File: src/rtl/branch_sequencer.sv
// Program-counter sequencer: sequential issue, taken branches, CALL/RET through a
// return-address stack, stall hold, a one-cycle flush bubble per redirect, sticky stack faults.
module branch_sequencer #(
  parameter int unsigned     ADDR_W      = 16,
  parameter int unsigned     STACK_DEPTH = 8,
  parameter logic [ADDR_W-1:0] RESET_PC  = '0
) (
  input  logic                           clk,
  input  logic                           reset,
  input  logic                           stall,
  input  logic                           is_branch,
  input  logic                           jump,
  input  logic                           is_call,
  input  logic                           is_ret,
  input  logic [ADDR_W-1:0]              target,
  output logic [ADDR_W-1:0]              pc,
  output logic                           issue_valid,
  output logic                           flush,
  output logic [$clog2(STACK_DEPTH):0]   depth,
  output logic                           fault,
  output logic [1:0]                     fault_code
);

  localparam int unsigned PW = $clog2(STACK_DEPTH);
  localparam int unsigned DW = PW + 1;
  localparam logic [DW-1:0] DepthMax = DW'(STACK_DEPTH);

  localparam logic [1:0] CodeNone      = 2'b00;
  localparam logic [1:0] CodeOverflow  = 2'b01;
  localparam logic [1:0] CodeUnderflow = 2'b10;

  typedef enum logic [1:0] {StRun, StFlush, StFault} state_e;

  state_e              state_q, state_d;
  logic [ADDR_W-1:0]   pc_q, pc_d;
  logic [DW-1:0]       depth_q, depth_d;
  logic [1:0]          fault_code_q, fault_code_d;
  logic [ADDR_W-1:0]   stack_q [STACK_DEPTH];
  logic                push_en;
  logic [PW-1:0]       push_idx;
  logic [PW-1:0]       pop_idx;
  logic [DW-1:0]       depth_m1;
  logic [ADDR_W-1:0]   pc_inc;

  assign pc_inc   = pc_q + 1'b1;
  assign depth_m1 = depth_q - 1'b1;
  assign push_idx = depth_q[PW-1:0];
  assign pop_idx  = depth_m1[PW-1:0];

  always_comb begin
    state_d      = state_q;
    pc_d         = pc_q;
    depth_d      = depth_q;
    fault_code_d = fault_code_q;
    push_en      = 1'b0;
    unique case (state_q)
      StRun: begin
        if (!stall) begin
          if (is_ret) begin
            if (depth_q == '0) begin
              fault_code_d = CodeUnderflow;
              state_d      = StFault;
            end else begin
              pc_d    = stack_q[pop_idx];
              depth_d = depth_m1;
              state_d = StFlush;
            end
          end else if (is_call) begin
            if (depth_q == DepthMax) begin
              fault_code_d = CodeOverflow;
              state_d      = StFault;
            end else begin
              push_en = 1'b1;
              pc_d    = target;
              depth_d = depth_q + 1'b1;
              state_d = StFlush;
            end
          end else if (is_branch && jump) begin
            pc_d    = target;
            state_d = StFlush;
          end else begin
            pc_d = pc_inc;
          end
        end
      end
      // Bubble is exactly one cycle; stall does not extend it.
      StFlush: state_d = StRun;
      StFault: state_d = StFault;
      default: state_d = StRun;
    endcase
  end

  always_ff @(posedge clk) begin
    if (reset) begin
      state_q      <= StRun;
      pc_q         <= RESET_PC;
      depth_q      <= '0;
      fault_code_q <= CodeNone;
    end else begin
      state_q      <= state_d;
      pc_q         <= pc_d;
      depth_q      <= depth_d;
      fault_code_q <= fault_code_d;
    end
  end

  // Stack contents are don't-care after reset, so no reset on the storage.
  always_ff @(posedge clk) begin
    if (!reset && push_en) begin
      stack_q[push_idx] <= pc_inc;
    end
  end

  assign pc          = pc_q;
  assign issue_valid = (state_q == StRun);
  assign flush       = (state_q == StFlush);
  assign depth       = depth_q;
  assign fault       = (state_q == StFault);
  assign fault_code  = fault_code_q;

endmodule

File: config.mk
export PLATFORM = sky130hd
export DESIGN_NAME = branch_sequencer
export DESIGN_NICKNAME = d
export VERILOG_FILES = /design/src/rtl/branch_sequencer.sv
export SDC_FILE = /design/constraint.sdc
export NUM_CORES = 1
export LEC_CHECK = 0
export ABC_AREA = 0
export ABC_CLOCK_PERIOD_IN_PS = 4000
export CAP_MARGIN = 20
export CORE_ASPECT_RATIO = 1.75
export CORE_MARGIN = 3
export CORE_UTILIZATION = 48
export CTS_CLUSTER_SIZE = 20
export DETAILED_ROUTE_END_ITERATION = 16
export HOLD_SLACK_MARGIN = 0.15
export MAX_ROUTING_LAYER = met4
export PLACE_DENSITY_LB_ADDON = 0.3
export SKIP_LAST_GASP = 1
export SYNTH_ARGS = -nofsm -noshare
export SYNTH_HDL_FRONTEND = slang
export SYNTH_SLANG_ARGS = --single-unit
File: constraint.sdc
create_clock -name clk -period 4 [get_ports clk]
set_input_delay 0.6 -clock clk [delete_from_list [all_inputs] [get_ports clk]]
set_output_delay 0.6 -clock clk [all_outputs]
set_load 0.01 [all_outputs]
# Yosys cells after proc, flatten, opt, wreduce, memory -nomap -nowiden
# Memory sizes are Yosys's and may differ from the RTL's.
# Cells that the tools add are included.
[word_totals]
input_bits = 23
elab_cells = 56
latch_bits = 0
reg_bits = 24
mem_bits_ro = 0
memories = 1
ram_bits = 128
[classes]
n_lt_le_gt_ge = 0
eq_ne = 9
div = 0
muxes = 27
add_sub_neg = 3
multipliers = 0
shifts = 0
n_bitwise = 1
reduce_logical = 11
[memory_table]
columns = ["memory", "words", "word_bits", "rd", "rd_ports_with_merged_regs", "wr", "line", "source"]
rows = [
  ["stack_q", 8, 16, 1, 0, 1, "38", "logic [ADDR_W-1:0] stack_q [STACK_DEPTH];"],
]
[op_table]
columns = ["op", "n"]
rows = [
  ["$mux W16", 5],
  ["$mux W2", 10],
  ["$add A16 B1 Y16 const B", 1],
  ["$mux W4", 4],
  ["$reduce_and A5 Y1", 2],
  ["$mux W1", 7],
  ["$ne A2 B2 Y1 const B", 3],
  ["$add A4 B1 Y4 const B", 1],
  ["$eq A4 B4 Y1 const B", 1],
  ["$logic_not A4 Y1", 1],
  ["$ne A4 B3 Y1 const B", 1],
  ["$pmux W2 S2", 1],
  ["$reduce_and A4 Y1", 1],
  ["$reduce_bool A2 Y1", 2],
  ["$sub A4 B1 Y4 const B", 1],
  ["$ne A3 B3 Y1 const B", 1],
  ["$eq A2 B1 Y1 const B", 1],
  ["$eq A2 B2 Y1 const B", 1],
  ["$logic_and A1 B1 Y1", 2],
  ["$logic_not A2 Y1", 1],
  ["$ne A2 B1 Y1 const B", 1],
  ["$reduce_and A2 Y1", 1],
  ["$logic_not A1 Y1", 1],
  ["$not A1 Y1", 1],
]

# Logic depth before layout (Yosys ltp)
# Gate-level depths: netlist of run 1.
[logic_depth]
word_depth = 9
depth_mapped = 10
depth_no_buf = 7

# Worst setup path before layout of run 1
# Ideal clock, no wire load.
[synth_path]
path_type = "flip-flop to flip-flop"
from = "register depth_q[0] (netlist: depth[0])"
to = "memory stack_q[1][0], enable pin"
setup_ns = 0.409
setup_slack_ns = 0.801
stages_incl_launch_ff = 9
required_time_ns = 3.591
t_arrival_ns = 2.790
cell_sequence = "dfxtp_1 -> buf_2 -> buf_2 -> inv_1 -> ha_1 -> nand3b_1 -> and2_1 -> nand4_1 -> nor3_1"
[synth_via]
elab_chain_len = 9
[synth_lines]
columns = ["element", "line", "source"]
rows = [
  ["start: declaration", "36", "logic [DW-1:0] depth_q, depth_d;"],
  ["start signal: assignment", "102", "depth_q <= depth_d;"],
  ["$eq A4 B4 Y1", "69", "if (depth_q == DepthMax) begin"],
  ["$mux W1", "69", ""],
  ["$mux W1", "68", "end else if (is_call) begin"],
  ["$mux W1", "59", "if (is_ret) begin"],
  ["$mux W1", "58", "if (!stall) begin"],
  ["$mux W1", "56", "unique case (state_q)"],
  ["$logic_and A1 B1 Y1", "109", "if (!reset && push_en) begin"],
  ["$mux W1", "109", ""],
  ["$mux W1 (not written as such)", "110", "stack_q[push_idx] <= pc_inc;"],
  ["end: declaration", "38", ""],
]
# Several ways; a longest one is shown, not always the timed one.

# Worst setup path in the final report of run 1
[layout_path]
from = "input is_ret"
to = "register pc_q[1] (netlist: pc[1])"
[layout_via]
elab_chain_len = 2
elab_cells_between_ends = 4
[layout_lines]
columns = ["element", "line", "source"]
rows = [
  ["start: declaration", "14", "input logic is_ret,"],
  ["$ne A3 B3 Y1 (no source line) / $ne A2 B2 Y1 (equally long branches)", "-", ""],
  ["$reduce_and A4 Y1 (no source line)", "-", ""],
  ["end signal: assignment", "101", "pc_q <= pc_d;"],
  ["end: declaration", "35", "logic [ADDR_W-1:0] pc_q, pc_d;"],
]
# Several ways; a longest one is shown, not always the timed one.
# A chain may end at the register's enable or synchronous reset.

==> results.py, run 1 <==
metrics = {
    "setup_path": {
        "cp.arrival_ns": 3.01,
        "crit_chain": "clkdlybuf4s50_1, buf_4, and2_1, a21oi_1, a311oi_1",
        "r2r_start": "pc[1]$_SDFFE_PP0P_",
        "path_buf_inv": 2,
        "critPathSlowestCell": "clkdlybuf4s50_1",
        "r2r_cells": 6,
        "cp-start-kind": "primary input",
        "crit_cells": 5,
        "regToRegSetupSlack_ns": 1.39,
        "critPathTopFamily": "buffers and inverters",
        "required_ns": 4.33,
        "worstSetupPathType": "in -> reg",
        "critPathMaxFanout": 16,
        "end_kind": "flop",
        "r2r-end": "pc[12]$_SDFFE_PP0P_",
        "slowest_delay_ns": 0.89,
    },
    "sta": {
        "skew_ns": 0.00777,
        "clock.fmax_mhz": 373,
        "timing.final.crit_share": 0.670,
        "finalHoldViolCount": 0,
        "fin_setup_tns_ns": 0,
        "slew_violations": 0,
        "relSlewSlack": 0.460,
        "worstMarginPinSlew_ns": 0.810,
        "setup_viol": 0,
        "rsz0062_at_grt": "no",
        "min_period_ns": 2.68,
    },
    "clocking": {
        "clk_latency_ns": 0.43,
        "cts_tree": "yes",
        "hold_buffers": 0,
        "path_clk_slew_ns": 0.06,
        "cts_sinks": 152,
        "post-cts-setup-buffers": 0,
        "h-tree-depth": 4,
        "cts_resized": 0,
        "cts_buffers": 17,
        "cts_buffer_depth": 2,
        "cts_root_buffer": "clkbuf_16",
    },
    "worst_hold_path": {
        "min_path_type": "reg -> reg",
        "hp-start": "fault_code[1]$_SDFFE_PP0P_",
        "whs_endpoint": "fault_code[1]$_SDFFE_PP0P_",
        "min_path_cells": 2,
    },
    "synthesis": {
        "yosys.area_share.adder": 0.00776,
        "ys_ff_latch": 152,
        "synth_edf_count": 128,
        "synth_xor_area_frac": 0.0231,
        "synth-simple-area-share": 0.0945,
        "synth_mux_area_frac": 0.113,
        "synth-compound-area-share": 0.0691,
        "synth_top_family_by_area": "multiplexers",
        "netlist_area_um2": 6450,
        "ys.flop_type": "edfxtp_1",
        "synth_cell_types": 43,
        "synthArstFlopShare": 0,
        "synth.net_count": 450,
        "syn_inst": 423,
        "ys_warn_count": 0,
        "seq_area_frac_synth": 0.671,
        "avgSynthCellArea_um2": 15.2,
    },
    "floorplan": {
        "row_count": 55,
        "die_w_um": 93.6,
        "initial_core_util": 0.496,
        "die_h_um": 159,
        "fp.dieArea_um2": 14900,
        "pin_count": 48,
        "design.core.area_um2": 13000,
    },
    "routing": {
        "avgViaCountPerCell": 6.08,
        "drc": 0,
        "vias": 4047,
        "ant_nets": 0,
        "wl_per_cell_um": 23.0,
        "wirelength_um": 15300,
        "first_iter_violations": 419,
        "first_pass_iters": 5,
    },
    "finish": {
        "fill_cells": 965,
        "area_delta_synth_final_pct": 21.0,
        "finish.net_count": 509,
        "drive_gt1_frac": 0.194,
        "layout.cells.non_filler": 666,
        "diodes": 0,
        "final_area_um2": 7800,
    },
    "grt": {
        "grt_use_total": 0.225,
        "antenna_found_initial": 0,
        "grt_pass1_vias": 4100,
        "grt_start_max_net_pins": 37,
        "grt_pass1_wl_um": 23800,
        "globalRoute.totalOverflow": 0,
    },
    "outcome": {
        "status": "completed",
    },
    "placed_design": {
        "numPortBuffers": 47,
        "dp_cells": 634,
        "dp_hpwl_um": 9900,
        "dpl_cell_area_um2": 7200,
        "place.gp.congestion": 0.901,
    },
    "power_and_ir_drop": {
        "design_power_total_mw": 4.28,
        "cellLeakagePower_nw": 2.55,
        "ir_drop_uv": 305,
        "p_per_area_nw_per_um2": 549,
    },
    "flow_run": {
        "cap_violations": 0,
    },
}
## cells in the mapped netlist, types with 4 or more instances
cell type  instances  area share
edfxtp_1         128        0.60
nor2_1            59       0.034
mux4_2            32        0.11
dfxtp_1           24       0.075
nand2_1           17      0.0099
a311oi_1          13       0.018
clkbuf_1          13      0.0076
o21ai_0           11      0.0085
a21oi_1           10      0.0078
a22oi_1           10       0.012
xor2_1            10       0.014
buf_2              8      0.0062
nand3_1            7      0.0054
nor3_1             7      0.0054
xnor2_1            7      0.0095
a211oi_1           6      0.0070
nor4_1             6      0.0058
inv_1              5      0.0029
clkbuf_2           4      0.0031
ha_1               4      0.0078
nand4_1            4      0.0039
## state kept, by name, indices dropped and copies added (netlist names)
signal,count
stack_q,128
pc,16
fault_code,2
depth,4
state_q,2
## routing by layer
| metal | wire length [um] | vias to the layer above | track usage | share of wire |
|---|---|---|---|---|
| li1 | - | 1780 | - | - |
| met1 | 5930 | 2059 | 0.278 | 0.39 |
| met2 | 7820 | 165 | 0.356 | 0.51 |
| met3 | 901 | 43 | 0.0421 | 0.059 |
| met4 | 661 | 0 | 0.108 | 0.043 |
| met5 | 0 | - | - | 0 |
## metrics by stage
| stage | worst slack (ns) | util | hold WS (ns) |
|---|---|---|---|
| floorplan | 0.801 | - | 0.462 |
| global placement | 1.03 | 0.554 | 0.472 |
| detailed placement | 0.958 | 0.554 | 0.476 |
| CTS | 1.37 | 0.600 | 0.485 |
| global route | 1.13 | 0.600 | 0.506 |
| finish | 1.32 | 0.600 | 0.481 |
## power breakdown
part	switching (mW)	internal, mW	leakage, nW
sequential	0.0834	1.83	1.37
clock	0.663	0.948	0.279
combinational	0.412	0.348	0.903
## worst max path at each step
stage,from,endpoint,slack (ns)
4_1_cts,pc[1]$_SDFFE_PP0P_,pc[12]$_SDFFE_PP0P_,1.37
3_3_place_gp,is_ret,depth[3]$_SDFFE_PP0P_,1.03
2_1_floorplan,depth[0]$_SDFFE_PP0P_,stack_q[1][0]$_DFFE_PP_,0.80
5_1_grt,pc[1]$_SDFFE_PP0P_,pc[12]$_SDFFE_PP0P_,1.13
6_report,is_ret,pc[1]$_SDFFE_PP0P_,1.32
3_5_place_dp,is_ret,pc[10]$_SDFFE_PP0P_,0.96
## tightest hold or removal path, stage by stage, from the launching register on
cell	delay, ns
dfxtp_1	0.32
nand2_1	0.06
a21oi_1	0.05
## layout make-up
class,count,area [um2],area share
repair buffers,68,641,0.0821
well taps,171,214,0.0274
multi-input cells,238,2000,0.256
flip-flops and latches,152,4330,0.555
inverters,5,18.8,0.00241
clock buffers,18,439,0.0563
clock inverters,14,161,0.0207
## placed cells by master (no fill, tap or decap), types with 6 or more instances in the layout
master	synthesis	routed
a21oi_1	10	9
xor2_1	10	10
nor2_1	59	58
xnor2_1	7	7
nand3_1	7	7
edfxtp_1	128	128
clkbuf_16	0	17
a22oi_1	10	10
mux4_2	32	32
buf_4	0	20
clkdlybuf4s50_1	0	47
nor4_1	6	6
o21ai_0	11	11
dfxtp_1	24	23
nand2_1	17	17
a311oi_1	13	13
a211oi_1	6	6
## cell families (layout without fill, tap and decap cells)
logic type / Yosys count / after routing
AOI/OAI and AO/OA: 62 / 62
xor gates and xnor gates: 17 / 17
adders and majority gates: 4 / 4
buffers and inverters: 33 / 105
DFF: 152 / 152
muxes: 33 / 33
and+or+nand+nor: 122 / 122
(Power assumes the default switching activity.)
==> inputs of run 2 (changes only) <==
--- a/config.mk
+++ b/config.mk
@@ -6,7 +6,7 @@
 export NUM_CORES = 1
 export LEC_CHECK = 0
 export ABC_AREA = 0
-export ABC_CLOCK_PERIOD_IN_PS = 4000
+export ABC_CLOCK_PERIOD_IN_PS = 2700
 export CAP_MARGIN = 20
 export CORE_ASPECT_RATIO = 1.75
 export CORE_MARGIN = 3
==> constraint.sdc (replaced) <==
create_clock -name clk -period 2.7 [get_ports clk]
set_input_delay 0.405 -clock clk [delete_from_list [all_inputs] [get_ports clk]]
set_output_delay 0.405 -clock clk [all_outputs]
set_load 0.01 [all_outputs]
==> run 2 against run 1 <==
Register-to-register slack lost 0.87 ns. Combinational power grew 62%. Highest routed layer unchanged. Global-route usage shrank 0.32 points. Largest cell class unchanged. Largest power group unchanged. Die area is the same. First-iteration DRC count shrank 17%.
==> results.py, run 2 (same netlist as run 1, synthesis figures left out) <==
metrics = {
    "grt": {
        "globalRoute.totalOverflow": 0,
        "grt_pass1_wl_um": 23800,
        "grt_start_max_net_pins": 34,
        "grt_pass1_vias": 4091,
        "antenna_found_initial": 0,
        "grt_use_total": 0.222,
    },
    "routing": {
        "wl_per_cell_um": 22.2,
        "first_iter_violations": 347,
        "vias": 3976,
        "wirelength_um": 15100,
        "first_pass_iters": 5,
        "ant_nets": 0,
        "avgViaCountPerCell": 5.82,
        "drc": 0,
    },
    "sta": {
        "relSlewSlack": 0.522,
        "skew_ns": 0.00990,
        "slew_violations": 0,
        "setup_viol": 0,
        "worstMarginPinSlew_ns": 0.713,
        "timing.final.crit_share": 0.808,
        "clock.fmax_mhz": 458,
        "finalHoldViolCount": 0,
        "min_period_ns": 2.18,
        "rsz0062_at_grt": "no",
        "holdWs_ns": 0.474,
    },
    "power_and_ir_drop": {
        "pwr-share-comb": 0.198,
        "pwr-share-clk": 0.346,
        "internal_power_mw": 4.47,
        "ir_drop_uv": 486,
        "p_switching_mw": 1.71,
        "cellLeakagePower_nw": 2.64,
        "seqPwrFrac": 0.455,
        "design_power_total_mw": 6.18,
        "p_per_area_nw_per_um2": 783,
        "power.share.switching": 0.277,
    },
    "placed_design": {
        "numPortBuffers": 47,
        "place.gp.congestion": 0.932,
        "dp_hpwl_um": 10700,
        "dp_cells": 652,
    },
    "setup_path": {
        "cp-start-kind": "flop",
        "r2r-end": "pc[5]$_SDFFE_PP0P_",
        "regToRegSetupSlack_ns": 0.52,
        "critPathMaxFanout": 33,
        "r2r_cells": 6,
        "cp.arrival_ns": 2.47,
        "r2r_start": "depth[1]$_SDFFE_PP0P_",
        "end_kind": "flop",
        "worstSetupPathType": "reg -> reg",
        "required_ns": 2.99,
    },
    "clocking": {
        "cts_tree": "yes",
        "cts_sinks": 152,
        "clk_latency_ns": 0.42,
        "h-tree-depth": 4,
        "path_clk_slew_ns": 0.06,
        "hold_buffers": 0,
        "cts_buffers": 17,
        "cts_resized": 0,
        "post-cts-setup-buffers": 0,
        "cts_buffer_depth": 2,
        "cts_root_buffer": "clkbuf_16",
    },
    "finish": {
        "finish.net_count": 527,
        "largest_register": "stack_q",
        "diodes": 0,
        "layout_common_cells": "128 x edfxtp_1, 58 x nor2_1, 47 x clkdlybuf4s50_1",
        "area_delta_synth_final_pct": 22.5,
        "drive_gt1_frac": 0.221,
        "final_common_cell": "edfxtp_1",
        "final_util": 0.607,
        "largest_reg_flops": 128,
        "layout.cells.non_filler": 683,
    },
    "floorplan": {
        "design.core.area_um2": 13000,
        "fp.dieArea_um2": 14900,
        "pin_count": 48,
        "die_h_um": 159,
        "initial_core_util": 0.496,
        "row_count": 55,
        "die_w_um": 93.6,
    },
    "worst_hold_path": {
        "min_path_cells": 2,
        "min_path_type": "reg -> reg",
        "hp-start": "fault_code[1]$_SDFFE_PP0P_",
        "whs_endpoint": "fault_code[1]$_SDFFE_PP0P_",
    },
    "flow_run": {
        "cap_violations": 0,
    },
    "outcome": {
        "status": "completed",
    },
}
-- run 2: changes by cell type in the layout (fill, tap and decap cells not counted), sizes merged --
| cell | before | now |
|---|---|---|
| clkbuf | 18 | 17 |
| bufinv | 2 | 0 |
| clkinvlp | 5 | 1 |
| buf | 21 | 39 |
| clkinv | 1 | 6 |
| inv | 11 | 12 |
-- run 2: layout make-up --
class,instances,area (um2)
Timing Repair Buffer,86,801
Multi-Input combinational cell,238,2000
Tap cell,171,214
Inverter,5,18.8
Clock buffer,17,425
Clock inverter,14,113
Sequential cell,152,4330
Fill cell,939,5110
-- run 2: critical path: stages, from the launching register on --
cell      delay (ns)
dfxtp_1         0.53
inv_1           0.16
ha_1            0.35
buf_12          0.23
mux4_2          0.34
a221oi_1        0.33
a211oi_1        0.11
-- run 2: layer usage --
metal  wire [um]  track usage  vias up  part of all wire
li1            -            -     1812                 -
met1        6400        0.295     2009              0.42
met2        7850        0.349      133              0.52
met3         589       0.0407       22             0.039
met4         291       0.0717        0             0.019
met5           0            -        -                 0
-- run 2: worst max-delay path by stage --
| stage | from | to | cells past startpoint |
|---|---|---|---|
| final | depth[1]$_SDFFE_PP0P_ | pc[5]$_SDFFE_PP0P_ | 6 |
| after detailed placement | stall | pc[4]$_SDFFE_PP0P_ | 8 |
| after CTS | depth[1]$_SDFFE_PP0P_ | pc[10]$_SDFFE_PP0P_ | 6 |
| after global routing | depth[1]$_SDFFE_PP0P_ | pc[8]$_SDFFE_PP0P_ | 8 |
| after floorplan | depth[0]$_SDFFE_PP0P_ | stack_q[7][0]$_DFFE_PP_ | 8 |
| after global placement | stall | pc[4]$_SDFFE_PP0P_ | 8 |
-- run 2: through the flow --
stage / setup WS (ns) / TNS [ns] / area (um2)
after floorplan: -0.0815 / -7.79 / 6460
after global placement: 0.416 / 0 / 7360
after detailed placement: 0.447 / 0 / 7360
after CTS: 0.516 / 0 / 7900
after global routing: 0.345 / 0 / 7900
final: 0.518 / 0 / 7900
-- run 2: power by group through the flow --
stage                     sequential (mW)  clock (mW)  combinational [mW]
after floorplan                      2.85           0               0.724
after CTS                            2.81        2.18                1.23
final                                2.82        2.14                1.23
after global placement               2.86           0                1.20
after detailed placement             2.86           0                1.23
after global routing                 2.83        2.28                1.33
==> inputs of run 3 (changes only) <==
--- a/config.mk
+++ b/config.mk
@@ -6,7 +6,7 @@
 export NUM_CORES = 1
 export LEC_CHECK = 0
 export ABC_AREA = 0
-export ABC_CLOCK_PERIOD_IN_PS = 2700
+export ABC_CLOCK_PERIOD_IN_PS = 1800
 export CAP_MARGIN = 20
 export CORE_ASPECT_RATIO = 1.75
 export CORE_MARGIN = 3
==> constraint.sdc (replaced) <==
create_clock -name clk -period 1.8 [get_ports clk]
set_input_delay 0.27 -clock clk [delete_from_list [all_inputs] [get_ports clk]]
set_output_delay 0.27 -clock clk [all_outputs]
set_load 0.01 [all_outputs]
==> run 3 against run 2 <==
Largest cell class unchanged. Clock power increased by 68%. The run now ends with setup timing left. Cell area increased by 13%. Non-clock buffer count increased by 64. Clock skew decreased by 0.0026 ns. Routed wire length increased by 15%. Final cell count increased by 9.2%.
==> results.py, run 3 (same netlist as run 1, synthesis figures left out) <==
metrics = {
    "placed_design": {
        "dpl_cell_area_um2": 7930,
        "numPortBuffers": 47,
        "dp_cells": 696,
        "dp_hpwl_um": 10800,
        "place.gp.congestion": 0.875,
    },
    "routing": {
        "first_iter_violations": 319,
        "drc": 0,
        "wl_per_cell_um": 23.3,
        "first_pass_iters": 5,
        "highest_layer": "met4",
        "wl_met2_um": 9270,
        "met3_length_um": 990,
        "ant_nets": 0,
        "avgViaCountPerCell": 5.90,
        "wirelength_um": 17400,
        "wl_met1_um": 6440,
        "vias": 4400,
    },
    "setup_path": {
        "r2r_start": "depth[0]$_SDFFE_PP0P_",
        "cp-start-kind": "flop",
        "end_kind": "flop",
        "r2r_cells": 9,
        "cp.arrival_ns": 2.09,
        "critPathMaxFanout": 8,
        "r2r-end": "stack_q[1][13]$_DFFE_PP_",
        "worstSetupPathType": "reg -> reg",
        "required_ns": 1.93,
        "regToRegSetupSlack_ns": -0.16,
    },
    "power_and_ir_drop": {
        "p_per_area_nw_per_um2": 1150,
        "cellLeakagePower_nw": 3.15,
        "ir_drop_uv": 771,
        "design_power_total_mw": 10.3,
    },
    "sta": {
        "slew_violations": 0,
        "setup_viol": 54,
        "min_period_ns": 1.96,
        "timing.final.crit_share": 1.09,
        "relSlewSlack": 0.757,
        "setup_slack_ns": -0.165,
        "worstMarginPinSlew_ns": 0.361,
        "skew_ns": 0.00729,
        "rsz0062_at_grt": "yes",
        "clock.fmax_mhz": 509,
        "finalHoldViolCount": 0,
    },
    "worst_hold_path": {
        "min_path_type": "reg -> reg",
        "min_path_cells": 2,
        "whs_endpoint": "fault_code[1]$_SDFFE_PP0P_",
        "hp-start": "fault_code[1]$_SDFFE_PP0P_",
    },
    "flow_run": {
        "cap_violations": 0,
    },
    "floorplan": {
        "pin_count": 48,
        "row_count": 55,
        "fp.dieArea_um2": 14900,
        "die_h_um": 159,
        "die_w_um": 93.6,
        "design.core.area_um2": 13000,
        "initial_core_util": 0.496,
    },
    "clocking": {
        "cts_tree": "yes",
        "path_clk_slew_ns": 0.06,
        "cts_buffers": 17,
        "hold_buffers": 0,
        "clk_latency_ns": 0.42,
        "cts_sinks": 152,
        "h-tree-depth": 4,
        "cts_root_buffer": "clkbuf_16",
        "cts_buffer_depth": 2,
    },
    "grt": {
        "grt_start_max_net_pins": 33,
        "antenna_found_initial": 0,
        "grt_pass1_wl_um": 26100,
        "globalRoute.totalOverflow": 0,
        "grt_use_total": 0.246,
        "grt_pass1_vias": 4586,
    },
    "outcome": {
        "status": "complete, but fails checks",
        "violations": "setup timing",
    },
    "finish": {
        "layout_common_cells": "128 x edfxtp_1, 77 x buf_4, 52 x nor2_1",
        "final-seq-area_um2": 4350,
        "final_common_cell": "edfxtp_1",
        "area_delta_synth_final_pct": 38.7,
        "diodes": 0,
        "largest_reg_flops": 128,
        "layout.cells.non_filler": 746,
        "largest_register": "stack_q",
        "finish.net_count": 591,
        "final_area_um2": 8940,
        "multiInputGateArea_um2": 2230,
        "drive_gt1_frac": 0.391,
        "fill_cells": 828,
    },
}
-- run 3: metal layers --
metal | up-vias | GRT usage
li1 | 1939 | -
met1 | 2225 | 0.288
met2 | 189 | 0.414
met3 | 47 | 0.0388
met4 | 0 | 0.112
met5 | - | -
-- run 3: timing repair --
item                                    in CTS  in global routing
cloned                                       3                  2
gates resized for setup                     30                 37
endpoints found under the setup margin     150                166
setup buffers                               11                 12
pin swaps                                    4                 23
-- run 3: how the worst max path moves through the flow --
stage                                     start  depth (start not counted)                    endpoint  slack [ns]
final                     depth[0]$_SDFFE_PP0P_                          9    stack_q[1][13]$_DFFE_PP_       -0.16
after global routing      depth[0]$_SDFFE_PP0P_                          9    stack_q[1][15]$_DFFE_PP_       -0.23
after CTS                 depth[0]$_SDFFE_PP0P_                          2                    depth[0]       -0.09
after detailed placement                 is_ret                          9  fault_code[1]$_SDFFE_PP0P_       -0.32
after global placement                   is_ret                          6       depth[3]$_SDFFE_PP0P_       -0.24
after floorplan           depth[0]$_SDFFE_PP0P_                          8     stack_q[0][0]$_DFFE_PP_       -0.56
-- run 3: final cells by class --
type	instances	area share
Clock buffer	17	0.0476
Clock inverter	13	0.0189
Inverter	5	0.00294
Multi-Input combinational cell	238	0.249
Sequential cell	152	0.486
Tap cell	171	0.0239
Timing Repair Buffer	150	0.171
-- run 3: where the power goes --
group / internal, mW / switching, mW / leakage (nW) / total, mW
Sequential: 4.07 / 0.119 / 1.38 / 4.19
Clock: 2.18 / 1.41 / 0.286 / 3.60
Combinational: 1.30 / 1.23 / 1.49 / 2.53
-- run 3: stage by stage --
step,setup WS (ns),utilization,hold slack (ns),TNS [ns]
after floorplan,-0.558,-,0.462,-52.23
after global placement,-0.238,0.610,0.462,-26.74
after detailed placement,-0.324,0.610,0.491,-31.27
after CTS,-0.0877,0.679,0.500,-5.22
after global routing,-0.232,0.688,0.525,-9.07
final,-0.165,0.688,0.499,-4.28
-- run 3: worst max-delay path: stages, from the launching register on --
cell       delay, ns
dfxtp_4         0.40
inv_8           0.05
ha_4            0.15
nand3b_1        0.10
and2_4          0.16
nand4_1         0.13
buf_4           0.19
nor3_4          0.14
buf_6           0.16
clkbuf_16       0.17
